==> src/rtl/i2s_slave_rx.sv <==
// I2S slave receiver: oversamples SCK/WS/SD on the system clock, recovers
// left-justified stereo samples and presents each L/R pair over valid/ready.
module i2s_slave_rx #(
  parameter int DATA_W      = 16,
  parameter int MAX_SLOT    = 32,
  parameter int SYNC_STAGES = 2
) (
  input  logic              clk,
  input  logic              rstn,
  input  logic              enable,
  input  logic              i2s_sck,
  input  logic              i2s_ws,
  input  logic              i2s_sd,
  output logic [DATA_W-1:0] left_data,
  output logic [DATA_W-1:0] right_data,
  output logic              out_valid,
  input  logic              out_ready,
  output logic              overrun,
  output logic              frame_err
);

  localparam int CNT_W = $clog2(MAX_SLOT + 1);

  typedef enum logic [1:0] {
    S_IDLE,
    S_SYNC_WAIT,
    S_LEFT,
    S_RIGHT
  } state_t;

  state_t                 r_state;
  logic [SYNC_STAGES-1:0] r_sck_sync;
  logic [SYNC_STAGES-1:0] r_ws_sync;
  logic [SYNC_STAGES-1:0] r_sd_sync;
  logic                   r_sck_prev;
  logic                   r_ws_last;
  logic [CNT_W-1:0]       r_bit_cnt;
  logic [DATA_W-1:0]      r_shift;
  logic [DATA_W-1:0]      r_left_hold;

  logic w_sck;
  logic w_ws;
  logic w_sd;
  logic w_sck_fall;
  logic w_ws_chg;
  logic w_slot_full;
  logic w_pair_done;
  logic w_accept;

  assign w_sck       = r_sck_sync[SYNC_STAGES-1];
  assign w_ws        = r_ws_sync[SYNC_STAGES-1];
  assign w_sd        = r_sd_sync[SYNC_STAGES-1];
  assign w_sck_fall  = r_sck_prev & ~w_sck;
  assign w_ws_chg    = w_sck_fall & (w_ws != r_ws_last);
  assign w_slot_full = (r_bit_cnt >= CNT_W'(DATA_W));
  // A RIGHT-state WS change can only be a rise, so it always ends the pair.
  assign w_pair_done = enable & (r_state == S_RIGHT) & w_ws_chg & w_slot_full;
  assign w_accept    = ~out_valid | out_ready;

  always_ff @(posedge clk or negedge rstn) begin
    if (!rstn) begin
      r_sck_sync <= '0;
      r_ws_sync  <= '0;
      r_sd_sync  <= '0;
      r_sck_prev <= 1'b0;
      r_ws_last  <= 1'b0;
    end else begin
      // NOTE: non-blocking assignments make every stage take its pre-edge
      // neighbour, so the chain advances exactly one flop per clk.
      r_sck_sync <= {r_sck_sync[SYNC_STAGES-2:0], i2s_sck};
      r_ws_sync  <= {r_ws_sync[SYNC_STAGES-2:0], i2s_ws};
      r_sd_sync  <= {r_sd_sync[SYNC_STAGES-2:0], i2s_sd};
      r_sck_prev <= w_sck;
      if (w_sck_fall) r_ws_last <= w_ws;
    end
  end

  // Slot bit counter and MSB-first shift register; pad bits past DATA_W are ignored.
  always_ff @(posedge clk or negedge rstn) begin
    if (!rstn) begin
      r_bit_cnt <= '0;
      r_shift   <= '0;
    end else if (!enable) begin
      r_bit_cnt <= '0;
      r_shift   <= '0;
    end else if (w_sck_fall) begin
      if (w_ws_chg) begin
        r_bit_cnt <= CNT_W'(1);
        r_shift   <= {{(DATA_W-1){1'b0}}, w_sd};
      end else begin
        if (r_bit_cnt < CNT_W'(DATA_W)) r_shift <= {r_shift[DATA_W-2:0], w_sd};
        if (r_bit_cnt < CNT_W'(MAX_SLOT)) r_bit_cnt <= r_bit_cnt + 1'b1;
      end
    end
  end

  always_ff @(posedge clk or negedge rstn) begin
    if (!rstn) begin
      r_state     <= S_IDLE;
      r_left_hold <= '0;
      frame_err   <= 1'b0;
    end else begin
      frame_err <= 1'b0;
      if (!enable) begin
        r_state     <= S_IDLE;
        r_left_hold <= '0;
      end else if (w_sck_fall) begin
        case (r_state)
          // The first sampled WS only seeds r_ws_last; a real 0->1 is still required.
          S_IDLE: r_state <= S_SYNC_WAIT;
          S_SYNC_WAIT: begin
            if (w_ws_chg && w_ws) r_state <= S_LEFT;
          end
          S_LEFT: begin
            if (w_ws_chg) begin
              if (w_slot_full) begin
                r_left_hold <= r_shift;
                r_state     <= S_RIGHT;
              end else begin
                frame_err <= 1'b1;
                r_state   <= S_SYNC_WAIT;
              end
            end
          end
          S_RIGHT: begin
            if (w_ws_chg) begin
              if (!w_slot_full) frame_err <= 1'b1;
              r_state <= S_LEFT;
            end
          end
          default: r_state <= S_IDLE;
        endcase
      end
    end
  end

  // Output pair register: independent of enable so a pending handshake can finish.
  always_ff @(posedge clk or negedge rstn) begin
    if (!rstn) begin
      left_data  <= '0;
      right_data <= '0;
      out_valid  <= 1'b0;
      overrun    <= 1'b0;
    end else begin
      overrun <= 1'b0;
      if (w_pair_done) begin
        if (w_accept) begin
          left_data  <= r_left_hold;
          right_data <= r_shift;
          out_valid  <= 1'b1;
        end else begin
          overrun <= 1'b1;
        end
      end else if (out_valid && out_ready) begin
        out_valid <= 1'b0;
      end
    end
  end

endmodule

==> config.mk <==
export PLATFORM = sky130hd
export DESIGN_NAME = i2s_slave_rx
export DESIGN_NICKNAME = d
export VERILOG_FILES = /design/src/rtl/i2s_slave_rx.sv
export SDC_FILE = /design/constraint.sdc
export NUM_CORES = 1
export LEC_CHECK = 0
export ABC_AREA = 1
export ABC_CLOCK_PERIOD_IN_PS = 1900
export BUFFER_PORTS_ARGS = -buffer_cell sky130_fd_sc_hd__buf_2
export CAP_MARGIN = 20
export CORE_MARGIN = 3
export CORE_UTILIZATION = 44
export CTS_CLUSTER_SIZE = 20
export DETAILED_ROUTE_END_ITERATION = 8
export PLACE_DENSITY = 0.59
export SLEW_MARGIN = 20
export SYNTH_ARGS = -nofsm -noshare
export SYNTH_HDL_FRONTEND = slang
export SYNTH_SLANG_ARGS = --single-unit
==> constraint.sdc <==
create_clock -name clk -period 1.9 [get_ports clk]
set_clock_uncertainty 0.15 [all_clocks]
set_input_delay 0.19 -clock clk [delete_from_list [all_inputs] [get_ports clk]]
set_output_delay 0.19 -clock clk [all_outputs]
set_load 0.01 [all_outputs]
==> impl_metrics.json, run 1 <==
{
  "placed_cell_area_um2": 3740,
  "first_global_vias": 2330,
  "drt_pre_antenna_iters": 4,
  "clockBufferDepth": 2,
  "synth_most_common_cell": "nand2_1",
  "grt_pass1_wl_um": 11500,
  "tns_ns": 0,
  "die_y_um": 94.4,
  "cts.sinks": 83,
  "synthFlopType": "dfrtp_1",
  "synth-edff-count": 0,
  "antenna_found_initial": 0,
  "cp-end-kind": "flip-flop",
  "cts_buffers": 9,
  "fin_crit_sh_pct": 89.1,
  "power_density_nw_per_um2": 888,
  "insertion_delay_ns": 0.35,
  "drv_slew": 0,
  "async_reset_ff_share_pct": 100,
  "total_power_mw": 3.59,
  "clkTransAtPathRegs_ns": 0.08,
  "nets": 430,
  "rows": 31,
  "synth_warnings": 0,
  "worst-setup-path-type": "primary input to flip-flop",
  "synth_nets": 383,
  "use_met2_pct": 24.4,
  "dp_hpwl_um": 4600,
  "start_kind": "primary input",
  "grt_max_degree": 34,
  "layout-drive-gt1-share_pct": 18.5,
  "final.setup.worst_slack_ns": 0.208,
  "max_freq_ghz": 0.591,
  "initial_core_util_pct": 46.4,
  "cts_root_buf": "clkbuf_8",
  "ios": 42,
  "antenna_cells": 0,
  "fin_crit_ns": 1.69,
  "htree_levels": 3,
  "tightest_slew_ns": 0.370,
  "drt_first_iter_violations": 136,
  "pre_cts_ws_ns": 0.202,
  "yosys.area.top_type_share_pct": 60.4,
  "grt_overflow_total": 0,
  "num_vias": 2580,
  "finalHoldViolations": 0,
  "rsz0062_at_grt": "false",
  "yosysTopAreaCell": "dfrtp_1",
  "syn_inst": 375,
  "synth_common_cells": "nand2_1 (138), dfrtp_1 (83), nand3_1 (56)",
  "worstPathMaxFanout": 32,
  "syn_to_final_growth_pct": 17.5,
  "grt_usage_pct": 16.7,
  "leakagePower_nw": 2.10,
  "fp.coreArea_um2": 7410,
  "max_slew_margin_pct": 75.3,
  "wl_um": 6870,
  "hold_slack_ns": 0.138,
  "ys_ff_latch": 83,
  "avgSynthCellArea_um2": 9.17,
  "ir_drop_v": 0.000382,
  "routedWlPerCell_um": 13.1,
  "fin_area_um2": 4040,
  "seq_area_frac_synth_pct": 60.4,
  "cts_tree": "built",
  "cts_resized": 0,
  "worstPathRequired_ns": 2.04,
  "vias_per_cell": 4.90,
  "post_cts_buffers": 0,
  "gp_congestion": 0.768,
  "synthTopCellsByArea": "dfrtp_1 (60%), nand2_1 (15%), nand3_1 (8.2%)",
  "fp.dieW_um": 94.4,
  "die_area_um2": 8910,
  "met1_usage_pct": 24.1,
  "critPathArrivalTime_ns": 1.83,
  "hold_path.class": "primary input to asynchronous set/reset pin",
  "cap_violations": 0,
  "run_status": "finished, final reports clean",
  "grt_busiest_layer": "met2",
  "yosysUniqueCellTypes": 23,
  "mappedNetlistArea_um2": 3440,
  "finalSetupViolations": 0,
  "ant_nets": 0,
  "use_met3_pct": 4.54,
  "io_buffers": 41,
  "holdBufCountCts": 5,
  "post-route-drc-count": 0
}
layout make-up:
type,count,area [um^2]
clock buffers,9,124
clock inverters,7,124
fillers,721,3370
inverters,13,48.8
multi-input cells,257,1170
flip-flops and latches,83,2080
well taps,99,124
repair buffers,58,373
per-layer routing:
metal,vias up,wire length (um)
li1,1321,-
met5,-,0
met1,1203,3410
met2,50,3070
met3,6,313
met4,0,74
report_power, final:
part,total (mW),internal (mW),switching (mW)
combinational,0.210,0.0687,0.141
sequential,1.84,1.80,0.0355
clock,1.54,0.882,0.659
total,3.59,2.75,0.836
cell usage in the layout (no fill, tap or decap):
master / count
dfrtp_1: 83
ha_1: 1
buf_12: 2
inv_6: 1
nand2_4: 1
buf_2: 40
nand3_4: 1
clkbuf_8: 9
nand3_2: 2
dlygate4sd3_1: 5
nor2_1: 4
o21ai_0: 9
clkinv_4: 2
nor2_4: 2
a21oi_1: 1
inv_2: 2
nor3_1: 1
clkinvlp_4: 1
o21ai_1: 32
bufinv_16: 3
buf_4: 11
nand3_1: 56
inv_1: 11
nand2_2: 2
xor2_1: 1
nor4_1: 1
nand2_1: 138
nand4_1: 5
sequential cells by signal, summed over array words and instances (netlist names), 2 cells and up:
register / cells
r_shift: 16
r_sck_sync: 2
right_data: 16
r_bit_cnt: 6
r_state: 2
r_left_hold: 16
r_sd_sync: 2
r_ws_sync: 2
left_data: 16
path summary, 6_finish.rpt:
| path | depth (start not counted) | to | startpoint | slack (ns) |
|---|---|---|---|---|
| hold reg to reg | 0 | r_sd_sync[1]$_DFF_PN0_ | r_sd_sync[0]$_DFF_PN0_ | 0.20 |
| setup reg to reg | 7 | r_left_hold[8]$_DFFE_PN0P_ | r_sck_sync[1]$_DFF_PN0_ | 0.21 |
| setup / recovery | 8 | r_left_hold[8]$_DFFE_PN0P_ | enable | 0.21 |
| min in group clk | 0 | r_sd_sync[1]$_DFF_PN0_ | r_sd_sync[0]$_DFF_PN0_ | 0.20 |
| hold / removal | 2 | left_data[15]$_DFFE_PN0P_ | rstn | 0.14 |
| max in group asynchronous | 3 | r_bit_cnt[2]$_DFFE_PN0P_ | rstn | 0.91 |
through the flow:
step | cells | util (%)
after floorplan | 375 | -
after global placement | 505 | 50.5
after detailed placement | 505 | 50.5
after CTS | 526 | 54.6
after global routing | 526 | 54.6
final | 526 | 54.6
critical path, stage by stage:
cell	delay, ns
dlygate4sd3_1	0.52
buf_2	0.17
buf_4	0.24
nand2_1	0.13
nand3_2	0.08
buf_4	0.30
nand2_1	0.10
o21ai_1	0.08
logic make-up after synthesis:
family	share of synthesized area (%)
compound gates	6.11
buf+inv	5.53
flops	60.4
fa+ha+maj	0.364
simple gates	27.3
xor+xnor	0.255
(Power assumes the default switching activity.)
==> run 2, diff against run 1 <==
- CELL_PAD_IN_SITES_DETAIL_PLACEMENT: not set -> 0
- CELL_PAD_IN_SITES_GLOBAL_PLACEMENT: not set -> 1
- PLACE_DENSITY: 0.59 -> 0.75
==> impl_metrics.json, run 2 (same netlist as run 1, synthesis figures left out) <==
{
  "fp.coreArea_um2": 7410,
  "initial_core_util_pct": 46.4,
  "syn_to_final_growth_pct": 16.6,
  "cap_violations": 0,
  "wl_um": 6910,
  "cts_root_buf": "clkbuf_8",
  "nets": 427,
  "layout_common_cells": "nand2_1 (138), dfrtp_1 (83), nand3_1 (56)",
  "rrSetupSlack_ns": 0.16,
  "layout_commonest_cell": "nand2_1",
  "insertion_delay_ns": 0.34,
  "cts.sinks": 83,
  "post-route-drc-count": 0,
  "max_slew_margin_pct": 64.8,
  "io_buffers": 41,
  "rsz0062_at_grt": "false",
  "grt_max_degree": 39,
  "layout-drive-gt1-share_pct": 17.7,
  "num_vias": 2589,
  "tns_ns": 0,
  "finalHoldViolations": 0,
  "antenna_found_initial": 0,
  "die_area_um2": 8910,
  "grt_usage_pct": 17.6,
  "leakagePower_nw": 2.09,
  "rows": 31,
  "start_kind": "flip-flop",
  "max_freq_ghz": 0.576,
  "fin_crit_ns": 1.74,
  "cp-end-kind": "flip-flop",
  "fp.dieW_um": 94.4,
  "worst-setup-path-type": "flip-flop to flip-flop",
  "power_density_nw_per_um2": 853,
  "ir_drop_v": 0.000415,
  "routedWlPerCell_um": 13.2,
  "hold_path.class": "primary input to flip-flop",
  "grt_overflow_total": 0,
  "num-fill-cells": 725,
  "antenna_cells": 0,
  "die_y_um": 94.4,
  "cts_tree": "built",
  "worstPathRequired_ns": 2.03,
  "worstPathMaxFanout": 12,
  "cts_buffers": 9,
  "clkTransAtPathRegs_ns": 0.08,
  "gp_congestion": 0.744,
  "finalSetupViolations": 0,
  "ios": 42,
  "htree_levels": 3,
  "hold_slack_ns": 0.0793,
  "dp_hpwl_um": 4640,
  "clockBufferDepth": 2,
  "drt_pre_antenna_iters": 4,
  "critPathArrivalTime_ns": 1.86,
  "ant_nets": 0,
  "tightest_slew_ns": 0.527,
  "grt_pass1_wl_um": 12200,
  "drv_slew": 0,
  "run_status": "finished, final reports clean",
  "fin_crit_sh_pct": 91.3,
  "first_global_vias": 2479,
  "post_cts_buffers": 0,
  "vias_per_cell": 4.95,
  "drt_first_iter_violations": 159
}
-- run 2: cell types whose count changed in the layout (fill, tap and decap cells not counted) --
cell and change:
buf_12 +1, buf_4 -3, bufinv_16 -1, clkbuf_1 +2, clkbuf_8 +1, clkinv_2 +1
clkinv_4 -1, clkinvlp_4 -1, dlygate4sd3_1 -1, inv_6 -1, nand2_4 -1, nand2_8 +1
-- run 2: report_power, final --
| group | switching [mW] | internal (mW) | leakage [nW] |
|---|---|---|---|
| Combinational | 0.140 | 0.0643 | 0.842 |
| Sequential | 0.0349 | 1.80 | 1.14 |
| Clock | 0.599 | 0.778 | 0.111 |
-- run 2: worst max-delay path, stage by stage (launching register included) --
cell	delay, ns
dfrtp_1	0.41
nor2_4	0.17
nand3_4	0.17
nor2_4	0.31
buf_4	0.23
nand3_1	0.11
nand2_1	0.11
-- run 2: stage by stage --
step / utilization [%] / std cells / power [mW] / setup WS [ns] / cell area, um^2
floorplan: - / 375 / 1.99 / 0.488 / 3440
global placement: 50.5 / 503 / 2.07 / 0.144 / 3740
detailed placement: 50.5 / 503 / 2.08 / 0.0808 / 3740
CTS: 54.0 / 523 / 3.48 / 0.0660 / 4000
global route: 54.1 / 523 / 3.59 / 0.00241 / 4010
finish: 54.1 / 523 / 3.42 / 0.164 / 4010
-- run 2: worst paths after layout --
kind	depth (start not counted)	startpoint	endpoint
min reg2reg	0	r_ws_sync[0]$_DFF_PN0_	r_ws_sync[1]$_DFF_PN0_
max	6	r_sck_sync[1]$_DFF_PN0_	right_data[10]$_DFFE_PN0P_
max in group asynchronous	3	rstn	r_shift[11]$_DFFE_PN0P_
min	3	enable	frame_err$_DFF_PN0_
max reg2reg	6	r_sck_sync[1]$_DFF_PN0_	right_data[10]$_DFFE_PN0P_
min in group asynchronous	2	rstn	r_left_hold[14]$_DFFE_PN0P_
-- run 2: cell type report --
class | instances | area, um^2 | share of cell area (%)
flip-flops and latches | 83 | 2080 | 51.8
multi-input cells | 257 | 1180 | 29.4
repair buffers | 55 | 360 | 8.99
clock buffers | 12 | 145 | 3.62
well taps | 99 | 124 | 3.09
clock inverters | 4 | 73.8 | 1.84
inverters | 13 | 48.8 | 1.22
-- run 2: routing by layer --
layer / GRT usage [%] / vias to the layer above / routed length [um]
li1: - / 1320 / -
met1: 25.2 / 1218 / 3480
met2: 26.2 / 43 / 3090
met3: 3.51 / 8 / 252
met4: 7.34 / 0 / 88
met5: 0 / - / 0
-- run 2: repair_timing --
item | in CTS | in global routing
hold buffers | 4 | 0
resized for setup | 0 | 1
hold endpoints to repair | 67 | 0
endpoints found under the setup margin | 0 | 32
==> run 3, diff against run 2 <==
- ABC_AREA: 1 -> not set
- PLACE_DENSITY: 0.75 -> 0.72
- SLEW_MARGIN: 20 -> 40
==> impl_metrics.json, run 3 <==
{
  "run_status": "complete, but fails checks",
  "violations": "setup timing",
  "ir_drop_v": 0.000587,
  "p_sw_mw": 0.746,
  "die_y_um": 94.4,
  "io_buffers": 41,
  "ant_nets": 0,
  "crit_buf_inv": 1,
  "synthFlopType": "dfrtp_1",
  "dp_hpwl_um": 3990,
  "cts.sinks": 83,
  "htree_levels": 3,
  "rr_startpoint": "r_ws_last$_DFFE_PN0P_",
  "final.setup.worst_slack_ns": -0.0936,
  "finalHoldViolations": 0,
  "tightest_slew_ns": 0.662,
  "critPathSlowestCell": "or4_4",
  "cp-end-kind": "flip-flop",
  "worstPathMaxFanout": 16,
  "rows": 31,
  "ios": 42,
  "initial_core_util_pct": 46.4,
  "layout-drive-gt1-share_pct": 32.3,
  "yosys.area.top_type_share_pct": 60.4,
  "stdcell_count": 446,
  "antenna_found_initial": 0,
  "comb_power_share_pct": 5.2,
  "clkTransAtPathRegs_ns": 0.08,
  "gp_congestion": 0.825,
  "fp.dieW_um": 94.4,
  "die_area_um2": 8910,
  "dp.cells": 427,
  "pre_cts_ws_ns": -0.0934,
  "fin_crit_sh_pct": 105,
  "cts_buffers": 9,
  "fin_crit_ns": 1.99,
  "sequentialPowerShare_pct": 56.2,
  "critical_path.endpoint": "right_data[8]$_DFFE_PN0P_",
  "total_power_mw": 3.19,
  "p_sw_share_pct": 23.4,
  "routedWlPerCell_um": 14.3,
  "post_cts_buffers": 0,
  "mappedNetlistArea_um2": 3440,
  "fin_area_um2": 4090,
  "ys_ff_latch": 83,
  "antenna_cells": 0,
  "post-route-drc-count": 0,
  "synth_nets": 295,
  "max_freq_ghz": 0.502,
  "worst-setup-path-type": "flip-flop to flip-flop",
  "leakagePower_nw": 2.18,
  "cts_resized": 0,
  "rrSetupSlack_ns": -0.09,
  "fp.coreArea_um2": 7410,
  "start_kind": "flip-flop",
  "power.internal_mw": 2.44,
  "drt_first_iter_violations": 112,
  "cts_root_buf": "clkbuf_8",
  "rsz0062_at_grt": "true",
  "synth_most_common_cell": "dfrtp_1",
  "nets": 351,
  "max_slew_margin_pct": 55.8,
  "drv_slew": 0,
  "grt_usage_pct": 15.7,
  "wl_um": 6360,
  "layout_common_cells": "dfrtp_1 (83), nand3_1 (48), nand2_1 (46)",
  "async_reset_ff_share_pct": 100,
  "cap_violations": 0,
  "drt_pre_antenna_iters": 5,
  "cp-startpoint": "r_ws_last$_DFFE_PN0P_",
  "layout_commonest_cell": "dfrtp_1",
  "placed_cell_area_um2": 3860,
  "path_cells": "xnor2_2 > or4_4 > nand2b_4 > buf_12 > mux2_4",
  "hold_path.class": "primary input to flip-flop",
  "clkPwrFrac_pct": 38.6,
  "synth_common_cells": "dfrtp_1 (83), nand3_1 (48), nand2_1 (46)",
  "yosysTopAreaCell": "dfrtp_1",
  "cts_tree": "built",
  "grt_max_degree": 72,
  "synth-edff-count": 0,
  "clockBufferDepth": 2,
  "avgSynthCellArea_um2": 12.0,
  "yosysUniqueCellTypes": 32,
  "syn_inst": 287,
  "critPathArrivalTime_ns": 2.07,
  "grt_overflow_total": 0,
  "worstPathRequired_ns": 1.98,
  "first_global_vias": 2133,
  "regToRegEndpoint": "right_data[8]$_DFFE_PN0P_",
  "slowest_delay_ns": 0.51,
  "finalSetupViolations": 32,
  "vias_per_cell": 5.07,
  "synth_warnings": 0,
  "synthTopCellsByArea": "dfrtp_1 (60%), mux2_4 (13%), nand3_1 (7.0%)",
  "power_density_nw_per_um2": 778,
  "syn_to_final_growth_pct": 19.1,
  "cpLargestDelayFamily": "simple AND/OR/NAND/NOR gates",
  "grt_pass1_wl_um": 10700,
  "cp_num_cells": 5,
  "insertion_delay_ns": 0.34,
  "r2r_cells": 5,
  "num_vias": 2259,
  "seq_area_frac_synth_pct": 60.4
}
==> run 3: kinds of logic (layout without fill, tap and decap cells) <==
family                   count (synthesis)  count (layout)  synth area share (%)
AND/OR/NAND/NOR                        112             112                  15.3
flip-flops                              83              83                  60.4
AO/OA/AOI/OAI                           32              32                  5.28
multiplexers                            32              32                  13.8
buffers and inverters                   22              82                  3.60
XOR/XNOR                                 5               5                  1.27
adder cells (fa/ha/maj)                  1               1                 0.364
==> run 3: tightest hold or removal path: stages <==
cell and delay, ns:
buf_2 0.07, or2b_1 0.19, nor2_1 0.07
==> run 3: cell type report <==
| cell class | instances | area, um^2 |
|---|---|---|
| clock buffer | 9 | 124 |
| timing repair buffer | 64 | 440 |
| sequential | 83 | 2080 |
| clock inverter | 6 | 66.3 |
| multi-input combinational | 182 | 1250 |
| tap | 99 | 124 |
| inverter | 3 | 11.3 |
| fill | 659 | 3310 |
==> run 3: how the worst min path moves through the flow <==
stage	cells past startpoint	slack (ns)	start	end
floorplan	0	-0.26	rstn	frame_err$_DFF_PN0_
global placement	1	-0.02	rstn	left_data[2]$_DFFE_PN0P_
detailed placement	1	-0.02	rstn	left_data[15]$_DFFE_PN0P_
CTS	3	0.06	out_ready	overrun$_DFF_PN0_
global route	3	0.07	out_ready	out_valid$_DFFE_PN0P_
finish	3	0.06	out_ready	overrun$_DFF_PN0_
==> run 3: layer usage <==
layer	GRT usage (%)	wire length, um	vias up
li1	-	-	1101
met1	21.2	3020	1096
met2	24.1	3010	58
met3	5.10	274	4
met4	5.05	48	0
met5	0	0	-
==> run 3: per-stage QoR <==
| step | hold WS (ns) | setup TNS, ns | utilization, % |
|---|---|---|---|
| 4_1_cts | 0.0556 | -2.70 | 55.3 |
| 2_1_floorplan | -0.256 | -6.87 | - |
| 6_report | 0.0588 | -2.52 | 55.3 |
| 3_3_place_gp | -0.0225 | -1.67 | 52.2 |
| 3_5_place_dp | -0.0197 | -2.54 | 52.2 |
| 5_1_grt | 0.0741 | -4.41 | 55.3 |
==> run 3: power groups by stage <==
stage / Sequential (mW) / Combinational [mW] / Clock, mW
after floorplan: 1.83 / 0.0706 / 0
after detailed placement: 1.83 / 0.163 / 0
after global routing: 1.79 / 0.188 / 1.35
final: 1.79 / 0.165 / 1.23
after global placement: 1.83 / 0.162 / 0
after CTS: 1.79 / 0.170 / 1.28
==> run 3: what timing repair did <==
action / in CTS / in global routing
hold buffers: 4 / 0
hold endpoints to repair: 78 / 0
setup endpoints to repair: 32 / 32
